## src/rtl/mem_pkg.sv

```systemverilog
// rtl/mem_pkg.sv - shared encodings and helpers for the memory access unit
//
// Contents: mem_op encodings, FSM state enum, byte-enable constants,
// alignment / lane / store classification helpers.
package mem_pkg;

    typedef enum logic [2:0] {
        OP_LW  = 3'b000,
        OP_LH  = 3'b001,
        OP_LHU = 3'b010,
        OP_LB  = 3'b011,
        OP_LBU = 3'b100,
        OP_SW  = 3'b101,
        OP_SH  = 3'b110,
        OP_SB  = 3'b111
    } mem_op_e;

    typedef enum logic [1:0] {
        ST_IDLE = 2'd0,
        ST_REQ  = 2'd1,
        ST_RESP = 2'd2,
        ST_ERR  = 2'd3
    } state_e;

    localparam logic [3:0] BE_NONE    = 4'b0000;
    localparam logic [3:0] BE_WORD    = 4'b1111;
    localparam logic [3:0] BE_HALF_LO = 4'b0011;
    localparam logic [3:0] BE_HALF_HI = 4'b1100;
    localparam logic [3:0] BE_BYTE0   = 4'b0001;

    function automatic logic is_store(input mem_op_e op);
        logic r;
        r = (op == OP_SW) || (op == OP_SH) || (op == OP_SB);
        return r;
    endfunction

    // Only LW checks both offset bits; SW shares the halfword rule.
    function automatic logic is_misaligned(input mem_op_e op, input logic [1:0] off);
        logic r;
        case (op)
            OP_LW:                     r = (off != 2'b00);
            OP_LH, OP_LHU, OP_SH, OP_SW: r = off[0];
            default:                   r = 1'b0;
        endcase
        return r;
    endfunction

    function automatic logic [3:0] lane_be(input mem_op_e op, input logic [1:0] off);
        logic [3:0] r;
        case (op)
            OP_LW, OP_SW:         r = BE_WORD;
            OP_LH, OP_LHU, OP_SH: r = off[1] ? BE_HALF_HI : BE_HALF_LO;
            default:              r = BE_BYTE0 << off;
        endcase
        return r;
    endfunction

endpackage

```

## src/rtl/load_align.sv

```systemverilog
// rtl/load_align.sv - selects and extends the addressed lane of a read word
//
// Ports:
//   op_i   : access type (load variants are meaningful)
//   off_i  : addr[1:0] of the access
//   word_i : raw 32-bit bus read word
//   data_o : aligned, sign/zero-extended load result
module load_align
    import mem_pkg::*;
(
    input  mem_op_e     op_i,
    input  logic [1:0]  off_i,
    input  logic [31:0] word_i,
    output logic [31:0] data_o
);

    logic [7:0]  byte_v;
    logic [15:0] half_v;

    always_comb begin
        byte_v = word_i[{off_i, 3'b000} +: 8];
        half_v = off_i[1] ? word_i[31:16] : word_i[15:0];
        case (op_i)
            OP_LH:   data_o = {{16{half_v[15]}}, half_v};
            OP_LHU:  data_o = {16'h0000, half_v};
            OP_LB:   data_o = {{24{byte_v[7]}}, byte_v};
            OP_LBU:  data_o = {24'h000000, byte_v};
            default: data_o = word_i;
        endcase
    end

endmodule

```

## src/rtl/mem_access_unit.sv

```systemverilog
// rtl/mem_access_unit.sv - memory-stage single load/store over a req/ack bus
//
// Optional feature macro: MEM_TIMEOUT_EN (bus watchdog of TIMEOUT_CYCLES).
// Ports:
//   clk, rst_n                   : clock, async active-low reset
//   req_valid, mem_op, addr, wdata : access request from execute stage
//   busy                         : pipeline stall (combinational)
//   done, rdata, misaligned, bus_err : completion pulse and status
//   bus_req, bus_we, bus_addr, bus_be, bus_wdata : bus request side
//   bus_ack, bus_rdata           : bus response side
module mem_access_unit
    import mem_pkg::*;
#(
    parameter int TIMEOUT_CYCLES = 16
) (
    input  logic        clk,
    input  logic        rst_n,
    input  logic        req_valid,
    input  logic [2:0]  mem_op,
    input  logic [31:0] addr,
    input  logic [31:0] wdata,
    output logic        busy,
    output logic        done,
    output logic [31:0] rdata,
    output logic        misaligned,
    output logic        bus_err,
    output logic        bus_req,
    output logic        bus_we,
    output logic [31:0] bus_addr,
    output logic [3:0]  bus_be,
    output logic [31:0] bus_wdata,
    input  logic        bus_ack,
    input  logic [31:0] bus_rdata
);

    state_e      state_q, state_d;
    mem_op_e     op_q;
    logic [31:0] addr_q;
    logic [31:0] wdata_q;
    logic [31:0] rdata_q, rdata_d;
    logic [31:0] load_data;
    logic        accept;
    logic        in_req;
    logic [31:0] placed_wdata;

    assign accept = (state_q == ST_IDLE) && req_valid;
    assign in_req = (state_q == ST_REQ);

    load_align u_load_align (
        .op_i   (op_q),
        .off_i  (addr_q[1:0]),
        .word_i (bus_rdata),
        .data_o (load_data)
    );

`ifdef MEM_TIMEOUT_EN
    localparam int CNT_W = $clog2(TIMEOUT_CYCLES + 1);
    logic [CNT_W-1:0] cnt_q, cnt_d;
    logic             err_q, err_d;
    logic             expired;

    assign expired = (cnt_q == CNT_W'(TIMEOUT_CYCLES - 1));
`else
    logic unused_cfg;
    assign unused_cfg = ^TIMEOUT_CYCLES;
`endif

    always_comb begin
        state_d = state_q;
        rdata_d = rdata_q;
`ifdef MEM_TIMEOUT_EN
        cnt_d   = cnt_q;
        err_d   = err_q;
`endif
        case (state_q)
            ST_IDLE: begin
                if (req_valid) begin
                    rdata_d = '0;
                    state_d = is_misaligned(mem_op_e'(mem_op), addr[1:0]) ? ST_ERR : ST_REQ;
`ifdef MEM_TIMEOUT_EN
                    cnt_d   = '0;
                    err_d   = 1'b0;
`endif
                end
            end
            ST_REQ: begin
                // Ack beats a same-cycle watchdog expiry.
                if (bus_ack) begin
                    rdata_d = is_store(op_q) ? 32'h0 : load_data;
                    state_d = ST_RESP;
`ifdef MEM_TIMEOUT_EN
                end else if (expired) begin
                    rdata_d = '0;
                    err_d   = 1'b1;
                    state_d = ST_RESP;
                end else begin
                    cnt_d   = cnt_q + 1'b1;
`endif
                end
            end
            ST_RESP: state_d = ST_IDLE;
            ST_ERR:  state_d = ST_IDLE;
            default: state_d = ST_IDLE;
        endcase
    end

    always_ff @(posedge clk or negedge rst_n) begin
        if (!rst_n) begin
            state_q <= ST_IDLE;
            op_q    <= OP_LW;
            addr_q  <= '0;
            wdata_q <= '0;
            rdata_q <= '0;
`ifdef MEM_TIMEOUT_EN
            cnt_q   <= '0;
            err_q   <= 1'b0;
`endif
        end else begin
            state_q <= state_d;
            rdata_q <= rdata_d;
`ifdef MEM_TIMEOUT_EN
            cnt_q   <= cnt_d;
            err_q   <= err_d;
`endif
            if (accept) begin
                op_q    <= mem_op_e'(mem_op);
                addr_q  <= addr;
                wdata_q <= wdata;
            end
        end
    end

    always_comb begin
        case (op_q)
            OP_SH:   placed_wdata = {2{wdata_q[15:0]}};
            OP_SB:   placed_wdata = {4{wdata_q[7:0]}};
            default: placed_wdata = wdata_q;
        endcase
    end

    // Bus outputs are forced to zero outside REQ so idle/reset values are clean.
    assign bus_req    = in_req;
    assign bus_we     = in_req && is_store(op_q);
    assign bus_addr   = in_req ? {addr_q[31:2], 2'b00} : 32'h0;
    assign bus_be     = in_req ? lane_be(op_q, addr_q[1:0]) : BE_NONE;
    assign bus_wdata  = (in_req && is_store(op_q)) ? placed_wdata : 32'h0;

    assign busy       = (state_q != ST_IDLE) || req_valid;
    assign done       = (state_q == ST_RESP) || (state_q == ST_ERR);
    assign misaligned = (state_q == ST_ERR);
    assign rdata      = (state_q == ST_RESP) ? rdata_q : 32'h0;

`ifdef MEM_TIMEOUT_EN
    assign bus_err    = (state_q == ST_RESP) && err_q;
`else
    assign bus_err    = 1'b0;
`endif

endmodule
```

## config.mk

```make
export PLATFORM = sky130hd
export DESIGN_NAME = mem_access_unit
export DESIGN_NICKNAME = d
export VERILOG_FILES = /design/src/rtl/mem_pkg.sv /design/src/rtl/load_align.sv /design/src/rtl/mem_access_unit.sv
export SDC_FILE = /design/constraint.sdc
export NUM_CORES = 1
export LEC_CHECK = 0
export BUFFER_PORTS_ARGS = -buffer_cell sky130_fd_sc_hd__buf_2
export CORE_MARGIN = 3
export CORE_UTILIZATION = 45
export CTS_CLUSTER_DIAMETER = 40
export CTS_CLUSTER_SIZE = 16
export DETAILED_ROUTE_END_ITERATION = 8
export GPL_TIMING_DRIVEN = 0
export PLACE_DENSITY = 0.78
export SYNTH_ARGS = -nofsm -noshare
export SYNTH_HDL_FRONTEND = slang
export SYNTH_SLANG_ARGS = --single-unit
```

## constraint.sdc

```tcl
create_clock -name clk -period 1.7 [get_ports clk]
set_input_delay 0.34 -clock clk [delete_from_list [all_inputs] [get_ports clk]]
set_output_delay 0.34 -clock clk [all_outputs]
set_load 0.03 [all_outputs]
```

==> results of run 1 <==
layout by cell type (no fill, tap or decap), types with 4 or more instances in the layout:
cell and instances:
mux2_2 4, mux2i_4 5, a22o_1 7, o21ai_0 8, buf_2 103, mux2i_1 16
a21oi_2 5, nor2b_1 6, nand3b_1 4, a211oi_2 9, clkbuf_1 4, mux2_4 65
nor2b_4 4, buf_4 45, and2_4 70, buf_6 122, nand2_1 59, dfrtp_1 99
o221ai_2 8, buf_12 16, o21ai_2 9, nor2_1 43, nor2_4 6, a21oi_1 4
a21oi_4 11, nor3_1 8, clkbuf_16 16, buf_8 13
power groups by stage:
stage / Combinational, mW / Sequential (mW) / Clock [mW]
after global placement: 7.17 / 4.20 / 0
after CTS: 10.2 / 4.33 / 2.23
after global routing: 13.9 / 4.65 / 2.35
after floorplan: 5.67 / 4.03 / 0
after detailed placement: 7.38 / 4.29 / 0
final: 13.4 / 4.57 / 2.26
cell usage after synthesis (8+ instances only):
cell	n	share of area
dfrtp_1	101	0.46
and2_1	71	0.081
mux2_2	69	0.14
nand2_1	62	0.042
nor2_1	50	0.034
mux2i_1	23	0.042
clkbuf_1	21	0.014
a21oi_1	20	0.018
o21ai_0	20	0.018
buf_2	16	0.015
a211oi_1	13	0.018
nor2b_1	11	0.013
nor3_1	10	0.0091
o221ai_1	8	0.013
metal layers:
metal / global-route usage / vias to the layer above / wire [um]
li1: - / 2474 / -
met5: 0 / - / 11
met1: 0.320 / 2933 / 8510
met3: 0.0658 / 133 / 1840
met2: 0.469 / 396 / 12100
met4: 0.144 / 2 / 1480
critical path, cell delays in order, from the launching register on:
cell	delay, ns
dfrtp_1	0.38
buf_6	0.16
buf_12	0.17
mux2i_2	0.31
nor2b_1	0.11
a21oi_2	0.14
nor2_1	0.08
buf_4	0.17
kinds of logic after synthesis:
group / share of synthesized area
buf+inv: 0.0394
flops: 0.460
simple gates: 0.205
mux: 0.187
other cells: 0.000682
compound gates: 0.107
xor+xnor: 0.00159
cell type report:
| type | count | area share |
|---|---|---|
| Tap cell | 143 | 0.0181 |
| Timing Repair Buffer | 277 | 0.255 |
| Clock buffer | 12 | 0.0239 |
| Sequential cell | 101 | 0.256 |
| Clock inverter | 4 | 0.00733 |
| Buffer | 39 | 0.0540 |
| Antenna cell | 3 | 0.000758 |
| Multi-Input combinational cell | 408 | 0.383 |
| Inverter | 3 | 0.00265 |
state kept, by name, indices dropped and copies added (netlist names):
register / cells
state_q: 2
rdata_q: 32
addr_q: 32
wdata_q: 32
op_q: 3
stage by stage:
stage | cells | hold slack, ns | instance area, sq um | worst slack [ns]
floorplan | 555 | 0.0444 | 5710 | -0.311
global placement | 903 | 0.445 | 6920 | -0.765
detailed placement | 904 | 0.346 | 6950 | -0.641
CTS | 949 | 0.195 | 8550 | -0.466
global route | 989 | 0.208 | 9900 | -0.561
finish | 990 | 0.196 | 9900 | -0.535
worst min path at each step:
stage	slack, ns	endpoint	depth (start not counted)	startpoint
finish	0.20	state_q[0]	2	bus_ack
global route	0.21	addr_q[15]	2	addr[15]
CTS	0.20	state_q[0]	2	bus_ack
detailed placement	0.35	addr_q[14]	1	rst_n
floorplan	0.04	addr_q[0]	0	rst_n
global placement	0.45	rdata_q[9]	2	rdata_q[9]
what timing repair did:
| item | 4_1_cts | 5_1_grt |
|---|---|---|
| pin swaps | 22 | 39 |
| setup endpoints to repair | 201 | 200 |
| cloned | 7 | 9 |
| hold endpoints to repair | 37 | 0 |
| gates resized for setup | 299 | 316 |
| hold buffers | 1 | 0 |
| buffers inserted | 24 | 33 |
==> metrics.md, run 1 <==
| Metric | Value |
|---|---|
| Initial Utilization | 0.471 |
| Synth Cell Area | 5500 sq um |
| Setup Skew | 0.0114 ns |
| Comb pwr share | 0.662 |
| Vias in the first global route | 5,679 |
| Reg power frac | 0.226 |
| CTS tree | built |
| R2R depth | 9 |
| First-pass DRT Iterations | 7 |
| Largest net degree at the start of global routing | 65 |
| First-pass GRT wire length | 28.7 mm |
| Worst Path Required | 1.36 ns |
| Pwr/cell area | 2040 nW/um^2 |
| FF+latch area | 2530 sq um |
| Die X | 117 um |
| Critical Path Sink Type | output port |
| Power Total | 20.2 mW |
| Ys flop type | dfrtp_1 |
| Gr usage total | 0.274 |
| Switching pwr | 8.62 mW |
| Overflow after GRT | 0 |
| Max_cap viols | 0 |
| Max VDD drop | 0.00145 V |
| Initial antenna violation count | 3 |
| RSZ-0062 raised after global routing | true |
| Reg2reg start | state_q[1] |
| Core area | 11,700 sq um |
| Top-Level Pins | 209 |
| Hold Fails Final Rpt | 0 |
| Unique masters post-synth | 47 |
| Post-Route WL | 23.9 mm |
| Clk_lat worst skew | 0.36 ns |
| Status | finished, violations left |
| Final period util | 1.31 |
| Setup_tns | -65.49 ns |
| # rows | 39 |
| Leak | 4.71 nW |
| Post-route DRC | 0 |
| Async S/R FF share, synth | 1.00 |
| Vias per inst | 6.00 |
| H-tree Lvls | 3 |
| Initial DRC Count | 488 |
| Core Util, Final | 0.849 |
| Violated checks | negative setup slack |
| Worst Hold Class | input pin to flop |
| Worst-Margin Slew | 0.527 ns |
| Synth warn | 0 |
| Register area share after synthesis | 0.460 |
| Final setup margin | -0.535 ns |
| CP Class | flop to output port |
| CP Data Arrival Time | 1.89 ns |
| Number of synthesized flops with an enable pin | 0 |
| Fin nets | 942 |
| DIE AREA | 13,600 sq um |
| Clock Path Buffers | 2 |
| Avg WL per Cell | 24.2 um |
| Switching Fraction | 0.427 |
| Critical path peak fanout | 8 |
| Detailed placer's ending HPWL | 12.3 mm |
| Multi-input logic area | 3790 sq um |
| CTS root buf | clkbuf_16 |
| Final RePlAce weighted congestion | 0.837 |
| Sink Count | 101 |
| Max-slew headroom | 0.648 |
| CTS buffer count | 9 |
| Mapped Cells | 553 |
| R2R Setup Slk | -0.35 ns |
| Internal power | 11.6 mW |
| Die height | 117 um |
| ANT nets after route | 0 |
| Final min period | 2.23 ns |
| Number of I/O port buffers | 205 |
| F_max | 448 MHz |
| Crit path to | bus_wdata[9] |
| Clock Pin Slew Worst Setup and Hold Paths | 0.07 ns |
| CP startpoint | op_q[0] |
| Vias | 5,938 |
| Syn avg cell area | 9.94 sq um |
| Fill count | 526 |
| Clock share of power | 0.112 |
| Synth Register Bits | 101 |
| Critical R2R Capture | wdata_q[7] |
| Final setup viols | 204 |
| CP Launch Type | flop |
| Max-slew violations | 0 |
| Share of layout cells above drive strength 1 | 0.667 |
| Syn-to-layout area delta | 80.1% |
No activity file was read; power rests on OpenSTA's default activity.
==> run 2: changes to the inputs <==
ABC_AREA = 1   (was not set)
PLACE_DENSITY = 0.77   (was 0.78)
==> run 2 against run 1 <==
Power down 16%. Via count is 17% higher. Wire length down 7.8%. Synthesized cell count rose by 69%. The run still ends with negative setup slack left. Flip-flop and latch count did not move.
==> metrics.md, run 2 <==
| Metric | Value |
|---|---|
| Final setup viols | 126 (-38%) |
| Worst Path Required | 1.36 ns (about the same) |
| Worst-Margin Slew | 0.621 ns (+0.0935 ns) |
| DIE AREA | 14,700 sq um (+8.6%) |
| Final setup margin | -0.458 ns (+0.0767 ns) |
| Synth top area cells | dfrtp_1, nand2_1, inv_1 |
| Clk_lat worst skew | 0.37 ns (about the same) |
| Dpl cells | 1,312 (+45%) |
| CP startpoint | op_q[1] |
| Switching Fraction | 0.491 (+0.0638) |
| Die height | 121 um (+4.2%) |
| Vias per inst | 5.09 (-15%) |
| Async S/R FF share, synth | 1.00 (unchanged) |
| CP Data Arrival Time | 1.82 ns (-0.07 ns) |
| First-pass DRT Iterations | 7 (unchanged) |
| Worst Hold Class | input pin to flop |
| CTS tree | built |
| Critical Path Sink Type | output port |
| Post-Route WL | 22.1 mm (-7.8%) |
| Non-Filler Instances | 1,369 (+38%) |
| RSZ-0062 raised after global routing | true |
| Share of layout cells above drive strength 1 | 0.382 (-0.285) |
| Post-route DRC | 0 (unchanged) |
| ANT nets after route | 0 (unchanged) |
| Crit path cell chain | buf_6, nor2_2, nor2_2, nand2_4, a21oi_2, o21ai_2, a21oi_2, buf_6 |
| Clock share of power | 0.131 (+0.019) |
| Final RePlAce weighted congestion | 0.956 (+14%) |
| Number of synthesized flops with an enable pin | 0 (unchanged) |
| Critical path peak fanout | 6 (-2) |
| Synth Register Bits | 101 (unchanged) |
| Initial antenna violation count | 2 (-1) |
| Crit path to | bus_wdata[14] |
| Slowest CP cell | dfrtp_1 |
| CP max stage delay | 0.35 ns (-0.03 ns) |
| Post-synth top area cell | dfrtp_1 |
| Vias in the first global route | 6,773 (+19%) |
| Top-area cell type share of the netlist area | 0.421 (-0.0383) |
| Leak | 5.01 nW (+6.4%) |
| Max_cap viols | 0 (unchanged) |
| Synth Cell Area | 6000 sq um (+9.1%) |
| Syn-to-layout area delta | 62.0% |
| Internal power | 8.67 mW (-25%) |
| Setup Skew | 0.0121 ns (+0.000785 ns) |
| Most frequent cells after synthesis | nand2_1, inv_1, o21ai_0 |
| Initial DRC Count | 502 (+2.9%) |
| Gr usage total | 0.288 (+0.0135) |
| First-pass GRT wire length | 33.2 mm (+16%) |
| Unique masters post-synth | 25 (-47%) |
| Leading registers by flop count | addr_q (32), rdata_q (32), wdata_q (32) |
| # diodes | 0 (-3) |
| Top-Level Pins | 209 (unchanged) |
| Ys flop type | dfrtp_1 |
| Number of I/O port buffers | 205 (unchanged) |
| CTS buffer count | 9 (unchanged) |
| Vias | 6,973 (+17%) |
| Power Total | 17.0 mW (-16%) |
| # rows | 41 (+5.1%) |
| Most common cell after layout, fill and taps aside | nand2_1 |
| Syn avg cell area | 6.43 sq um (-35%) |
| Mapped Cells | 932 (+69%) |
| Max VDD drop | 0.00132 V (-8.6%) |
| Fin nets | 1,296 (+38%) |
| Register area share after synthesis | 0.421 (-0.0383) |
| Avg WL per Cell | 16.1 um (-33%) |
| CTS root buf | clkbuf_16 |
| Sink Count | 101 (unchanged) |
| Count leader, synth | nand2_1 |
| CP Launch Type | flop |
| Largest net degree at the start of global routing | 59 (-9.2%) |
| Reg2reg start | op_q[1] |
| Synth warn | 0 (unchanged) |
| Switching pwr | 8.35 mW (-3.1%) |
| Reg power frac | 0.231 (+0.005) |
| Max-slew headroom | 0.586 (-0.0623) |
| Overflow after GRT | 0 (unchanged) |
| Final period util | 1.27 (-0.0451) |
| CP Class | flop to output port |
| Clock Pin Slew Worst Setup and Hold Paths | 0.07 ns (about the same) |
| Clock Path Buffers | 2 (unchanged) |
| R2R Setup Slk | -0.06 ns (+0.29 ns) |
| Detailed placer's ending HPWL | 14.1 mm (+15%) |
| Comb pwr share | 0.638 (-0.024) |
| Hold Fails Final Rpt | 0 (unchanged) |
| Final min period | 2.16 ns (-0.0767 ns) |
| Violated checks | negative setup slack |
| Status | finished, violations left |
| Pwr/cell area | 1750 nW/um^2 (-14%) |
| F_max | 463 MHz (+3.6%) |
| Core area | 12,800 sq um (+10%) |
| Die X | 121 um (+4.2%) |
| Most frequent cells in the layout | nand2_1, inv_1, buf_2 |
| H-tree Lvls | 3 (unchanged) |
| Max-slew violations | 0 (unchanged) |
| R2R depth | 12 (+3) |
| Initial Utilization | 0.468 (-0.00380) |
| Critical R2R Capture | rdata_q[23] |
## run 2: cell types whose count changed after synthesis, sizes merged, moves of 8 or more
cell,change
and2,-73
nor2,+51
nor3,-10
mux2,-69
nand2,+278
o21ai,+89
o221ai,-8
a211oi,-13
inv,+160
nand3,+20
nor2b,-11
mux2i,-23
## run 2: critical path, delay by kind of cell, from the launching register on
kind / cells / cell delay, ns
AND/OR/NAND/NOR: 3 / 0.38
AO/OA/AOI/OAI: 3 / 0.41
flip-flops: 1 / 0.35
buffers and inverters: 2 / 0.30
## run 2: worst min-delay path by stage
stage / slack [ns] / from / end / cells after the start
global placement: 0.46 / rdata_q[9] / rdata_q[9] / 2
finish: 0.17 / wdata[24] / wdata_q[24] / 3
floorplan: 0.04 / rst_n / addr_q[0] / 0
CTS: 0.17 / wdata[24] / wdata_q[24] / 3
global route: 0.18 / wdata[22] / wdata_q[22] / 3
detailed placement: 0.38 / rst_n / rdata_q[4] / 1
## run 2: timing repair
| item | 4_1_cts | 5_1_grt |
|---|---|---|
| hold buffers | 1 | 0 |
| endpoints found under the hold margin | 3 | 0 |
| endpoints found under the setup margin | 140 | 195 |
| gates cloned | 6 | 4 |
| resized for setup | 313 | 149 |
| pin swaps | 16 | 19 |
| buffers inserted | 20 | 14 |
## run 2: metrics by stage
stage	area (sq um)	TNS, ns	setup slack (ns)	utilization	hold WS, ns
6_report	9710	-25.81	-0.458	0.757	0.171
5_1_grt	9710	-32.76	-0.493	0.757	0.185
4_1_cts	9080	-21.86	-0.372	0.708	0.167
3_5_place_dp	7490	-9.23	-0.340	0.584	0.379
3_3_place_gp	7460	-87.85	-0.802	0.582	0.462
2_1_floorplan	6220	-2.37	-0.0783	-	0.0444
## run 2: power by group through the flow
stage / Sequential, mW / Combinational (mW) / Clock (mW)
floorplan: 3.72 / 5.69 / 0
global placement: 3.84 / 7.42 / 0
detailed placement: 3.87 / 7.54 / 0
CTS: 3.87 / 9.79 / 2.22
global route: 4.01 / 11.7 / 2.32
finish: 3.93 / 10.9 / 2.23
## run 2: layer usage
layer	share of wire	wire length [um]	vias up	track usage
li1	-	-	3308	-
met1	0.40	8810	3288	0.360
met2	0.49	10800	324	0.475
met3	0.083	1840	49	0.0718
met4	0.026	573	4	0.118
met5	0.0010	23	-	0
## run 2: kinds of logic (layout without fill, tap and decap cells)
logic type | count (synthesis) | in the layout | synth area share
buf+inv | 222 | 485 | 0.150
flops | 101 | 101 | 0.421
simple gates | 463 | 463 | 0.302
other cells | 1 | 3 | 0.000625
compound gates | 145 | 145 | 0.125
## run 2: layout make-up
cell class / count / area, sq um
multi-input cells: 611 / 3430
fillers: 925 / 3110
flip-flops and latches: 101 / 2530
repair buffers: 246 / 2070
inverters: 170 / 667
plain buffers: 52 / 485
clock buffers: 10 / 239
well taps: 172 / 215
clock inverters: 5 / 67.6
repair inverters: 2 / 13.8
